`config.mk`:
```
export PLATFORM = sky130hd
export DESIGN_NAME = bus_mem_responder
export DESIGN_NICKNAME = d
export VERILOG_FILES = /design/src/rtl/bus_mem_responder.sv
export SDC_FILE = /design/constraint.sdc
export NUM_CORES = 2
export LEC_CHECK = 0
export CAP_MARGIN = 15
export CORE_ASPECT_RATIO = 1.1
export CORE_MARGIN = 1.5
export CORE_UTILIZATION = 51
export DETAILED_ROUTE_END_ITERATION = 8
export PLACE_DENSITY = 0.64
export SLEW_MARGIN = 20
export SYNTH_ARGS = -nofsm -noshare
export SYNTH_HDL_FRONTEND = slang
export SYNTH_SLANG_ARGS = --single-unit
```
`constraint.sdc`:
```
create_clock -name clk -period 5.49 [get_ports clk]
set_clock_uncertainty 0.15 [all_clocks]
set_input_delay 1.098 -clock clk [delete_from_list [all_inputs] [get_ports clk]]
set_output_delay 1.098 -clock clk [all_outputs]
set_load 0.005 [all_outputs]
```
`src/rtl/bus_mem_responder.sv`:
```
// bus_mem_responder: single-word memory responder for a request/ready bus.
// Serves one read or write per transaction after WAIT_CYCLES wait states and
// raises sticky Done/Fail flags from committed writes so a self-checking
// program can end the run. The array is never cleared by reset; its contents
// are whatever was last written through the bus.
module bus_mem_responder #(
  parameter int unsigned DEPTH_WORDS = 64,
  parameter int unsigned WAIT_CYCLES = 2,
  parameter logic [31:0] DONE_ADR    = 32'd100,
  parameter logic [31:0] DONE_DATA   = 32'd7,
  parameter logic [31:0] SCRATCH_ADR = 32'd96
) (
  input  logic        clk,
  input  logic        reset,
  input  logic        MemReq,
  input  logic [31:0] Adr,
  input  logic [31:0] WriteData,
  input  logic        MemWrite,
  output logic [31:0] ReadData,
  output logic        MemReady,
  output logic        BusErr,
  output logic        Done,
  output logic        Fail
);

  localparam int unsigned IDX_W = $clog2(DEPTH_WORDS);
  localparam int unsigned CNT_W = 4;
  localparam logic [CNT_W-1:0] CNT_LOAD =
    (WAIT_CYCLES == 0) ? '0 : CNT_W'(WAIT_CYCLES - 1);
  localparam logic [31:0] ADR_LIMIT = 32'(DEPTH_WORDS * 4);
  localparam logic [31:0] BAD_READ  = 32'hDEAD_BEEF;

  typedef enum logic [1:0] {
    ST_IDLE = 2'd0,
    ST_WAIT = 2'd1,
    ST_RESP = 2'd2
  } state_t;

  state_t           state_q, state_d;
  logic [CNT_W-1:0] cnt_q, cnt_d;
  logic             accept_c;

  logic [31:0] adr_q;
  logic [31:0] wdata_q;
  logic        write_q;

  logic [31:0] rsp_adr_c;
  logic        rsp_write_c;
  logic        rsp_in_range_c;
  logic        commit_c;
  logic        commit_in_range_c;

  logic [31:0] mem [DEPTH_WORDS];

  // State and wait-counter registers
  always_ff @(posedge clk) begin
    if (reset) begin
      state_q <= ST_IDLE;
      cnt_q   <= '0;
    end else begin
      state_q <= state_d;
      cnt_q   <= cnt_d;
    end
  end

  // Next-state logic: accept in IDLE, count down wait states, one RESP cycle
  always_comb begin
    state_d  = state_q;
    cnt_d    = cnt_q;
    accept_c = 1'b0;
    case (state_q)
      ST_IDLE: begin
        if (MemReq) begin
          accept_c = 1'b1;
          if (WAIT_CYCLES == 0) begin
            state_d = ST_RESP;
          end else begin
            state_d = ST_WAIT;
            cnt_d   = CNT_LOAD;
          end
        end
      end
      ST_WAIT: begin
        if (cnt_q == '0) begin
          state_d = ST_RESP;
        end else begin
          cnt_d = cnt_q - CNT_W'(1);
        end
      end
      ST_RESP: begin
        state_d = ST_IDLE;
      end
      default: begin
        state_d = ST_IDLE;
      end
    endcase
  end

  // Request capture; later changes on the inputs are ignored until IDLE
  always_ff @(posedge clk) begin
    if (reset) begin
      adr_q   <= '0;
      wdata_q <= '0;
      write_q <= 1'b0;
    end else if (accept_c) begin
      adr_q   <= Adr;
      wdata_q <= WriteData;
      write_q <= MemWrite;
    end
  end

  // Response source: with zero wait states RESP is entered straight from IDLE,
  // before the latched copy exists, so the live request is used then
  always_comb begin
    rsp_adr_c         = (state_q == ST_IDLE) ? Adr : adr_q;
    rsp_write_c       = (state_q == ST_IDLE) ? MemWrite : write_q;
    rsp_in_range_c    = (rsp_adr_c < ADR_LIMIT);
    commit_c          = (state_q == ST_RESP) && write_q;
    commit_in_range_c = (adr_q < ADR_LIMIT);
  end

  // Registered response strobes, read data and sticky completion flags
  always_ff @(posedge clk) begin
    if (reset) begin
      MemReady <= 1'b0;
      BusErr   <= 1'b0;
      ReadData <= '0;
      Done     <= 1'b0;
      Fail     <= 1'b0;
    end else begin
      MemReady <= (state_d == ST_RESP);
      BusErr   <= (state_d == ST_RESP) && !rsp_in_range_c;
      if ((state_d == ST_RESP) && !rsp_write_c) begin
        ReadData <= rsp_in_range_c ? mem[rsp_adr_c[IDX_W+1:2]] : BAD_READ;
      end
      if (commit_c) begin
        if (adr_q == DONE_ADR) begin
          if (wdata_q == DONE_DATA) begin
            Done <= 1'b1;
          end else begin
            Fail <= 1'b1;
          end
        end else if (adr_q != SCRATCH_ADR) begin
          Fail <= 1'b1;
        end
      end
    end
  end

  // Word store commits on the edge leaving RESP; a reset there drops it
  always_ff @(posedge clk) begin
    if (!reset && commit_c && commit_in_range_c) begin
      mem[adr_q[IDX_W+1:2]] <= wdata_q;
    end
  end

endmodule

```
# Yosys cells after proc, flatten, opt, wreduce, memory -nomap -nowiden
# Memories as Yosys holds them, arrays and structs flattened.
# Cells that the tools add are included.
# W data, S select, Z words.
[op_classes]
add_sub_neg = 1
n_eq_ne = 9
n_mux = 16
n_reduce_logical = 15
magnitude_cmp = 2
[ops]
columns = ["cell", "n"]
rows = [
  ["$lt A32 B9 Y1 const B", 2],
  ["$mux W32", 2],
  ["$eq A32 B3 Y1 const B", 1],
  ["$eq A32 B7 Y1 const B", 1],
  ["$ne A32 B7 Y1 const B", 1],
  ["$reduce_and A3 Y1", 3],
  ["$mux W1", 8],
  ["$mux W4", 2],
  ["$pmux W4 S2", 1],
  ["$ne A2 B2 Y1 const B", 3],
  ["$logic_and A1 B1 Y1", 5],
  ["$eq A2 B2 Y1 const B", 2],
  ["$logic_not A4 Y1", 1],
  ["$mux W2", 2],
  ["$pmux W2 S2", 1],
  ["$reduce_bool A2 Y1", 2],
  ["$sub A4 B1 Y4 const B", 1],
  ["$logic_not A1 Y1", 3],
  ["$eq A2 B1 Y1 const B", 1],
  ["$logic_not A2 Y1", 1],
]
[word_totals]
memories = 1
ff_bits = 107
out_inout_bits = 36
ram_bits = 2048
inputBits = 68
wordCells = 54
[mem_list]
columns = ["memory", "depth", "width", "read_ports", "rd_ports_with_merged_regs", "write_ports", "line_no", "rtl"]
rows = [
  ["mem", 64, 32, 1, 0, 1, "53", "logic [31:0] mem [DEPTH_WORDS];"],
]

# Depth between registers and ports, before layout
[depth]
ltp_word = 6
ltp_mapped = 13
mapped_depth_nobuf = 9

# Worst setup path after synthesis
# OpenSTA, ideal clock, no wires.
[synth_path]
kind = "in2reg"
start = "input reset"
end = "memory mem[38][0], enable pin"
cell_stages = 4
n_path_buf = 1
slack_ns = 0.856
t_required_ns = 4.879
setup_ns = 0.461
arrival_time_ns = 4.023
path_cell_list = "nand3b_1 > or2_2 > clkbuf_1 > nor3_1"
[synth_between]
elab_chain_cells = 5
[synth_lines]
columns = ["item", "line_no", "rtl"]
rows = [
  ["start: declaration", "14", "input logic reset,"],
  ["$logic_not A1 Y1", "152", "if (!reset && commit_c && commit_in_range_c) begin"],
  ["$logic_and A1 B1 Y1 (2 in series)", "152", ""],
  ["$mux W1", "152", ""],
  ["$mux W1 (implied by the code)", "153", "mem[adr_q[IDX_W+1:2]] <= wdata_q;"],
  ["end: declaration", "53", ""],
]
# No other way between the ends.

# Worst setup path in the final report
[layout_path]
start = "register state_q[1]"
end = "register ReadData[31]"
[layout_between]
elab_chain_cells = 4
word_cells_on_any_way = 13
cone_classes = "order compare (1); eq/ne (2); mux (6); reduce/logical (3); memory (1)"
[layout_lines]
columns = ["item", "line_no", "rtl"]
rows = [
  ["start: declaration", "39", "state_t state_q, state_d;"],
  ["start signal: assignment", "61", "state_q <= state_d;"],
  ["$logic_not A2 Y1 (tied with other cells)", "71, 115, 116", ""],
  ["$mux W32 (tied with other cells)", "115", "rsp_adr_c = (state_q == ST_IDLE) ? Adr : adr_q;"],
  ["$lt A32 B9 Y1 (tied with other cells)", "117", "rsp_in_range_c = (rsp_adr_c < ADR_LIMIT);"],
  ["$mux W32 or $logic_and A1 B1 Y1 (tied branches)", "134, 133", ""],
  ["end signal: assignment", "134", "ReadData <= rsp_in_range_c ? mem[rsp_adr_c[IDX_W+1:2]] : BAD_READ;"],
  ["end: declaration", "19", "output logic [31:0] ReadData,"],
]
# Several ways; a longest one is shown, not always the timed one.
# A chain may end at the register's enable or synchronous reset.

==> metrics <==
outcome=complete, no violations; WS Path Type=register to register; die area=166,000 um^2; relative slew slack=0.263; DP Worst Slack=approximately 0.16 ns; IO Count=about 100; synth warn=0; final RePlAce weighted congestion=0.855; H-Tree Depth=4; mux share of post-synthesis cell area=0.0850; cts repair resizes=0; syn nets=between 4,000 and 5,000; post-layout power=35.8 mW; Skew-Pair Late Insertion Delay=0.89 ns; Hold Crit Class=register to register; DRT antenna net count=0; Final Cycle Share=0.825; Max Fclk=~220 MHz; Most used DFF post-synth=edfxtp_1; number of port buffers=103; sequential area share after synthesis=0.765; Via density=roughly 6.4; synthesis-to-layout area growth=14.7%; post-synthesis cell area=between 80,000 and 90,000 um^2; DRT Pass-1 Iters=6; CTS Buf Count=roughly 210; DIE HEIGHT=between 400 and 500 um; initial core utilization=0.513; post-layout net count=5,184; fraction of synthesized cell area in xor and xnor cells=0.000210; Storage cell area=between 60,000 and 70,000 um^2; Inst Count DP=7,024; row cnt=155; Tmin final=4.53 ns; CTS tree=built; total global routing overflow=0; CP Data Required Time=6.13 ns; initial antenna violation count=10; setup bufs post-CTS=0; Global Route Usage Sum=0.282; vias in the first global route=46,700; Min Hold Slack=just over 0.3 ns; Post-Synthesis Cells=4,868; DR WL/cell=31.2 um; simple-gate area share of the yosys netlist=0.0753; unrepaired setup endpoints after global routing=no; first-pass GRT wire length=333,000 um; Max Cap Viol=0; LEAKAGE=about 30 nW; filler instances=11,900; setup ws final=a little under 1 ns; Non-Filler Instances=7,433; 1st-iter DRT viols=5,712; Final Hold Viols=0; Avg Inst Size Synth=17.1 um^2; die width=388 um; VDD IR max=0.334 mV; Core Footprint=162,000 um^2; Worst Path Arrival=5.17 ns; CP Launch Type=register; Worst-Margin Slew=1.10 ns; Clock Tree Root=clkbuf_16; FF+latch count, synth=2,155; Synth Area in Adders=0.000150; EDFF count, synth=2,048; pin count of the biggest net entering global routing=88; Post-synth ARST share=0; setup TNS=0 ns; post-synthesis compound-gate area fraction=0.0555; Total Wirelength=232,000 um; DRC viols=0; Crit. End Element=register; DP Wirelength=136,000 um; maximum clock path buffer count=3; # clock sinks=2,155; layout cells sized above 1=0.187; # hold bufs at CTS=0; multi-input logic area=18,600 um^2; critical-path maximum fanout=25; # setup viols final=0; largest family of logic cells by synthesized area=multiplexers; max-slew violation count=0; Pwr Density=375 nW/um^2; total number of vias=roughly 47,000; Synth cell types=76; Clk pin slew, worst setup/hold paths=0.06 ns
[power breakdown]
part / internal (mW) / switching, mW
combinational: 1.15 / 2.14
clock: 8.11 / 6.16
sequential: 18.1 / 0.0700
[path summary, 6_finish.rpt]
kind / startpoint / endpoint / slack [ns] / cells past startpoint
min: adr_q[1] / adr_q[1] / 0.30 / 2
min reg2reg: adr_q[1] / adr_q[1] / 0.30 / 2
max: state_q[1] / ReadData[31] / 0.96 / 9
max reg2reg: state_q[1] / ReadData[31] / 0.96 / 9
[flip-flops by register name, indices dropped and copies added (netlist names), 2 cells and up]
name / cells
ReadData: 32
wdata_q: 32
mem: 2048
adr_q: 32
state_q: 2
cnt_q: 4
[routing by layer]
metal | vias to the layer above | wire, um | track usage
met3 | 447 | 21900 | 0.0560
met4 | 2 | 10800 | 0.125
li1 | 19900 | - | -
met5 | - | 12 | 0
met2 | 2499 | 110000 | 0.448
met1 | 24500 | 88900 | 0.380
[cells in the final DEF, fill, tap and decap left out, types with 21 or more instances in the layout]
cell / n
edfxtp_1: 2048
nand2_1: 758
mux4_2: 286
nand3_1: 212
clkbuf_16: 212
buf_4: 201
a21oi_1: 124
and3_1: 112
clkdlybuf4s50_1: 102
a31oi_1: 86
dfxtp_1: 75
nor2_1: 75
nor2_4: 67
o21ai_0: 66
a22oi_1: 63
a311oi_1: 61
mux2i_1: 59
clkbuf_1: 58
buf_12: 54
a211oi_1: 53
clkinv_1: 40
a32oi_1: 36
clkinv_2: 36
dfxtp_2: 32
nand4_1: 31
nor4_1: 30
a2111oi_0: 30
o221ai_1: 21
[per-stage QoR]
step / util / cell area, um^2
after floorplan: - / 83200
after CTS: 0.589 / 95400
after global placement: 0.546 / 88600
after detailed placement: 0.546 / 88600
final: 0.589 / 95500
after global routing: 0.589 / 95500
[synthesized netlist by cell type (5+ instances only)]
cell | count | area, um^2
a22o_1 | 10 | 87.6
buf_6 | 12 | 135
a22oi_1 | 63 | 473
a2111oi_0 | 30 | 263
nor4_1 | 31 | 194
nor3_1 | 22 | 110
nor2_1 | 146 | 548
a32o_1 | 20 | 200
nor2b_1 | 5 | 31.3
buf_1 | 16 | 60.1
a211oi_1 | 54 | 405
nand3_1 | 212 | 1060
a21oi_1 | 125 | 626
edfxtp_1 | 2048 | 61500
o31ai_1 | 5 | 37.5
dfxtp_1 | 107 | 2140
or2_2 | 12 | 75.1
a221oi_1 | 8 | 70.1
or3b_2 | 5 | 43.8
and3_1 | 112 | 701
or3_1 | 5 | 31.3
o21ai_0 | 67 | 335
a31oi_1 | 86 | 538
a32oi_1 | 36 | 315
a221o_1 | 10 | 100
a311oi_1 | 61 | 534
clkbuf_1 | 135 | 507
nor4b_1 | 13 | 114
o221ai_1 | 21 | 184
nand4_1 | 31 | 194
mux4_2 | 286 | 6440
o21a_1 | 5 | 37.5
buf_2 | 124 | 621
o211ai_1 | 17 | 128
buf_4 | 32 | 240
nand2_1 | 760 | 2850
a311o_1 | 11 | 110
mux2i_1 | 60 | 601
[critical path, cell delays in order (launching register included)]
cell and delay (ns):
dfxtp_1 0.47, buf_4 0.29, o21ai_0 0.40, nand2_4 0.32, buf_4 0.31, nor2_4 0.73
buf_4 0.38, a22oi_1 0.15, a311oi_1 0.86, and4_1 0.31
[kinds of logic after synthesis]
logic type	after synthesis
simple gates	1386
fa+ha+maj	1
buf+inv	325
compound gates	650
flops	2155
mux	349
xor+xnor	2
[final cells by class]
type | instances | share of cell area
diodes | 14 | 0.000367
flip-flops and latches | 2155 | 0.667
multi-input cells | 2388 | 0.195
well taps | 2119 | 0.0278
inverters | 5 | 0.000197
repair buffers | 357 | 0.0378
clock inverters | 115 | 0.0125
clock buffers | 280 | 0.0593
Note: power is estimated with default switching activity, not from simulation.
